File: src/rtl/tick_gen_if.sv
// tick_gen_if: event line in, debounced pulse/level out.
// master drives io_in; slave (tick_gen) drives io_enable/io_pressed.
interface tick_gen_if;
  logic io_in;
  logic io_enable;
  logic io_pressed;

  modport master (
    output io_in,
    input  io_enable,
    input  io_pressed
  );

  modport slave (
    input  io_in,
    output io_enable,
    output io_pressed
  );
endinterface

File: src/rtl/tick_gen.sv
// tick_gen: 2-flop sync + debounce FSM; one io_enable pulse per press.
// Ports: clock, reset (sync, active-high), bus (io_in / io_enable /
// io_pressed). Define TICK_GEN_AUTOREPEAT_EN for hold-to-repeat pulses.
module tick_gen #(
  parameter int DEBOUNCE_CYCLES = 16,
  parameter int REPEAT_DELAY    = 1000,
  parameter int REPEAT_PERIOD   = 250
) (
  input  logic        clock,
  input  logic        reset,
  tick_gen_if.slave   bus
);

  localparam logic [1:0] IDLE      = 2'd0;
  localparam logic [1:0] ARMING    = 2'd1;
  localparam logic [1:0] PRESSED   = 2'd2;
  localparam logic [1:0] RELEASING = 2'd3;

  // $clog2(1) is 0, so keep every counter at least one bit wide.
  localparam int CW =
    (DEBOUNCE_CYCLES > 1) ? $clog2(DEBOUNCE_CYCLES) : 1;
  localparam logic [CW-1:0] CNT_LAST = CW'(DEBOUNCE_CYCLES - 1);

  if (DEBOUNCE_CYCLES < 1 || REPEAT_DELAY < 1 ||
      REPEAT_PERIOD < 1) begin : g_bad_cfg
    $error("tick_gen: parameters must be >= 1");
  end

  logic          s1;
  logic          s2;
  logic [1:0]    state;
  logic [CW-1:0] cnt;
  logic          enable_q;
  logic          pressed_q;

`ifdef TICK_GEN_AUTOREPEAT_EN
  localparam int RMAX =
    (REPEAT_DELAY > REPEAT_PERIOD) ? REPEAT_DELAY : REPEAT_PERIOD;
  localparam int RW = (RMAX > 1) ? $clog2(RMAX) : 1;
  localparam logic [RW-1:0] RD_LAST = RW'(REPEAT_DELAY - 1);
  localparam logic [RW-1:0] RP_LAST = RW'(REPEAT_PERIOD - 1);

  logic [RW-1:0] rcnt;
  // Set after the first repeat: later repeats use the period.
  logic          rpt;
  logic          rep_hit;

  assign rep_hit = rpt ? (rcnt == RP_LAST) : (rcnt == RD_LAST);
`endif

  always_ff @(posedge clock) begin
    if (reset) begin
      s1        <= 1'b0;
      s2        <= 1'b0;
      state     <= IDLE;
      cnt       <= '0;
      enable_q  <= 1'b0;
      pressed_q <= 1'b0;
`ifdef TICK_GEN_AUTOREPEAT_EN
      rcnt      <= '0;
      rpt       <= 1'b0;
`endif
    end else begin
      s1       <= bus.io_in;
      s2       <= s1;
      enable_q <= 1'b0;
      unique case (state)
        IDLE: begin
          if (s2) begin
            state <= ARMING;
            cnt   <= '0;
          end
        end
        ARMING: begin
          if (!s2) begin
            state <= IDLE;
          end else if (cnt == CNT_LAST) begin
            state     <= PRESSED;
            enable_q  <= 1'b1;
            pressed_q <= 1'b1;
`ifdef TICK_GEN_AUTOREPEAT_EN
            rcnt      <= '0;
            rpt       <= 1'b0;
`endif
          end else begin
            cnt <= cnt + CW'(1);
          end
        end
        PRESSED: begin
          if (!s2) begin
            state <= RELEASING;
            cnt   <= '0;
          end
`ifdef TICK_GEN_AUTOREPEAT_EN
          // Only repeat while the line is still seen held.
          if (s2 && rep_hit) begin
            enable_q <= 1'b1;
            rcnt     <= '0;
            rpt      <= 1'b1;
          end else begin
            rcnt <= rcnt + RW'(1);
          end
`endif
        end
        RELEASING: begin
          if (s2) begin
            state <= PRESSED;
          end else if (cnt == CNT_LAST) begin
            state     <= IDLE;
            pressed_q <= 1'b0;
          end else begin
            cnt <= cnt + CW'(1);
          end
        end
        default: state <= IDLE;
      endcase
    end
  end

  assign bus.io_enable  = enable_q;
  assign bus.io_pressed = pressed_q;

endmodule

File: src/flat_wrapper.sv
// flat-port wrapper written by rule: the top's interface ports become plain ports
module tick_gen_flat 
#(
  parameter int DEBOUNCE_CYCLES = 16,
  parameter int REPEAT_DELAY    = 1000,
  parameter int REPEAT_PERIOD   = 250
)
  (clock, reset, bus_io_in, bus_io_enable, bus_io_pressed);
  tick_gen_if bus_i ();
  input  logic clock;
  input  logic reset;
  input wire logic [$bits(bus_i.io_in)-1:0] bus_io_in;
  output wire logic [$bits(bus_i.io_enable)-1:0] bus_io_enable;
  output wire logic [$bits(bus_i.io_pressed)-1:0] bus_io_pressed;
  assign bus_i.io_in = bus_io_in;
  assign bus_io_enable = bus_i.io_enable;
  assign bus_io_pressed = bus_i.io_pressed;
  tick_gen #(.DEBOUNCE_CYCLES(DEBOUNCE_CYCLES), .REPEAT_DELAY(REPEAT_DELAY), .REPEAT_PERIOD(REPEAT_PERIOD)) u_core (.clock(clock), .reset(reset), .bus(bus_i));
endmodule
File: config.mk
export PLATFORM = sky130hd
export DESIGN_NAME = tick_gen_flat
export DESIGN_NICKNAME = d
export VERILOG_FILES = /design/src/rtl/tick_gen_if.sv /design/src/rtl/tick_gen.sv /design/src/flat_wrapper.sv
export SDC_FILE = /design/constraint.sdc
export NUM_CORES = 1
export LEC_CHECK = 0
export BUFFER_PORTS_ARGS = -buffer_cell sky130_fd_sc_hd__buf_2
export CORE_AREA = 4 4 41 43
export DETAILED_ROUTE_END_ITERATION = 12
export DIE_AREA = 0 0 45 47
export GPL_ROUTABILITY_DRIVEN = 0
export SETUP_SLACK_MARGIN = 0.1
export SLEW_MARGIN = 5
export SYNTH_ARGS = -nofsm -noshare
export SYNTH_HDL_FRONTEND = slang
export SYNTH_SLANG_ARGS = --single-unit
export TNS_END_PERCENT = 30
File: constraint.sdc
create_clock -name clock -period 1.25 [get_ports clock]
set_input_delay 0.125 -clock clock [delete_from_list [all_inputs] [get_ports clock]]
set_output_delay 0.125 -clock clock [all_outputs]
set_load 0.02 [all_outputs]
==> flow_summary.json <==
{
  "status": "finished, final reports clean",
  "synth_xor_area_share_pct": 5.900,
  "cp-start-kind": "flip-flop",
  "rows": 13,
  "synth_top_family_by_area": "simple AND/OR/NAND/NOR gates",
  "drc_errors": 0,
  "wl_um": 800,
  "slew_viol_final": 0,
  "viasPerCell": 5.269,
  "rsz0062_at_grt": "true",
  "routedWlPerCell_um": 11.94,
  "final_cell_mix": "nand2_1, dfxtp_1, dfxtp_2, buf_2",
  "grtUsageTotal_pct": 8.917,
  "dieWidth_um": 45,
  "final_common_cell": "nand2_1",
  "final_core_util_pct": 39.13,
  "hold_slack_ns": 0.08372,
  "synth-simple-area-share_pct": 23.30,
  "yosysWarnings": 0,
  "synth.largest_area_cell": "dfxtp_1",
  "layout_setup_ws_ns": 0.1653,
  "fin_area_um2": 509.2,
  "placed_area_um2": 471.7,
  "synth_top_area_share_pct": 47.20,
  "cp.required_ns": 1.43,
  "num_vias": 353,
  "fp.coreArea_um2": 1301,
  "crit_fanout": 6,
  "drive_above_1_share_pct": 34.62,
  "hold_buffers": 0,
  "antenna_cells": 0,
  "ys_types": 20,
  "drtIter0Drc": 4,
  "pin_count": 5,
  "post_cts.repair.setup_buffers": 0,
  "ff2ff_path_depth": 4,
  "antenna_found_initial": 0,
  "grt-ovfl-total": 0,
  "fin_skew_ns": 0.005670,
  "grt_pass1_vias": 300,
  "cellPowerDensity_nw_per_um2": 1112,
  "cts-htree-levels": 1,
  "synthAdderAreaFrac_pct": 2.950,
  "drtPass1Iterations": 4,
  "worstHoldPathType": "input port to flip-flop",
  "cts_tree": "done",
  "cts.sinks": 10,
  "clockRootBuffer": "clkbuf_4",
  "start_util_pct": 32.60,
  "maxSlewHeadroom_pct": 75.48,
  "worst_slew_pin_slew_ns": 0.3651,
  "ys_ff_latch": 10,
  "place_ws_ns": 0.05652,
  "synthMuxAreaShare_pct": 0,
  "numCtsBuffers": 3,
  "end_kind": "flip-flop",
  "seq_area_frac_synth_pct": 47.20,
  "synth.net_count": 49,
  "hold_path_end": "u_core.s1",
  "final_nets": 58,
  "syn_area_per_cell_um2": 9.426,
  "dp_hpwl_um": 597.7,
  "p_leak_uw": 0.0001716,
  "clock_latency_ns": 0.25,
  "crit_start": "u_core.cnt[1]",
  "grt_pass1_wl_mm": 1.283,
  "syn_inst": 45,
  "clockBufferDepth": 2,
  "yosys-top-cells-area": "dfxtp_1, nand2_1, a31oi_1, nand4_1, xor2_2",
  "criticalPathCategory": "flip-flop to flip-flop",
  "fin_crit_sh_pct": 86.77,
  "die_h_um": 47,
  "hold_depth": 2,
  "hold_viol_final": 0,
  "min-delay-start": "bus_io_in",
  "peakVddDrop_mv": 0.5075,
  "fin_tns_setup_ns": 0,
  "netlist_area_um2": 424.2,
  "antenna_left": 0,
  "fmax_mhz": 921.9,
  "synth_compound_area_share_pct": 15.93,
  "r2r_start": "u_core.cnt[1]",
  "maxCapViolations": 0,
  "clkTransAtPathRegs_ns": 0.06,
  "worst_r2r_endpoint": "u_core.bus.io_pressed",
  "area_growth_pct": 20.06,
  "portBuffers": 4,
  "grt_start_max_net_pins": 11,
  "setup_viol": 0,
  "dieArea_um2": 2115,
  "r2r_slack_ns": 0.17,
  "arrival_ns": 1.27,
  "fin_crit_ns": 1.085
}
-- cell usage after synthesis (all sizes together) --
library cell	number
nor2b	2
xnor2	1
xor2	1
nand2	8
nand4b	1
dfxtp	10
o21ai	2
a21oi	2
buf	2
nand4	3
a211oi	2
nand3	1
a41oi	1
a31oi	3
ha	1
and4	1
inv	1
nor3	3
-- cell type report --
cell class	instances	area, um2
clock buffer	3	22.52
fill	141	792.0
inverter	1	3.754
multi-input combinational	32	224.0
sequential	10	205.2
tap	15	18.77
timing repair buffer	6	35.03
-- worst max-delay path, cell delays in order, from the launching register on --
cell and delay, ns:
dfxtp_2 0.35, ha_4 0.15, and4_4 0.27, nand3_1 0.08, a31oi_1 0.16
-- stage by stage --
step	instances	total power (uW)
2_1_floorplan	45	360.9
3_3_place_gp	64	367.8
3_5_place_dp	64	369.6
4_1_cts	67	583.0
5_1_grt	67	599.3
6_report	67	566.1
-- how the worst max path moves through the flow --
stage | to | slack [ns]
after floorplan | u_core.bus.io_pressed | 0.11
after global placement | u_core.bus.io_pressed | 0.1
after detailed placement | u_core.bus.io_pressed | 0.06
after CTS | u_core.bus.io_pressed | 0.11
after global routing | u_core.bus.io_pressed | 0.08
final | u_core.bus.io_pressed | 0.17
-- where the power goes --
part	leakage [uW]	internal [uW]	total (uW)	switching, uW
logic	0.0000747	11.9	29.7	17.9
registers	0.0000831	326	333	6.58
clock network	0.0000138	110	204	93.4
total	0.000172	448	566	118
-- cell families after synthesis --
family / count (synthesis)
buffers and inverters: 3
xor gates and xnor gates: 2
DFF: 10
and+or+nand+nor: 19
adders and majority gates: 1
AOI/OAI and AO/OA: 10
-- state kept, by name (all words and copies together) (netlist names), named ones only --
name,flops
u_core.cnt,4
u_core.bus.io_pressed,1
u_core.bus.io_enable,1
u_core.s1,1
u_core.s2,1
u_core.state,1
-- what timing repair did --
action | 4_1_cts | 5_1_grt
hold endpoints to repair | 0 | 0
pin swaps | 0 | 2
setup endpoints to repair | 6 | 5
gates resized for setup | 2 | 3
-- routing by layer --
layer  vias up  GRT usage (%)  part of all wire, %
li1        179              -                    -
met1       166          9.070                   47
met2         6          14.41                   49
met3         2          3.831                  3.9
met4         0          7.018                 0.75
met5         -              0                    0
No activity file was read; power rests on OpenSTA's default activity.
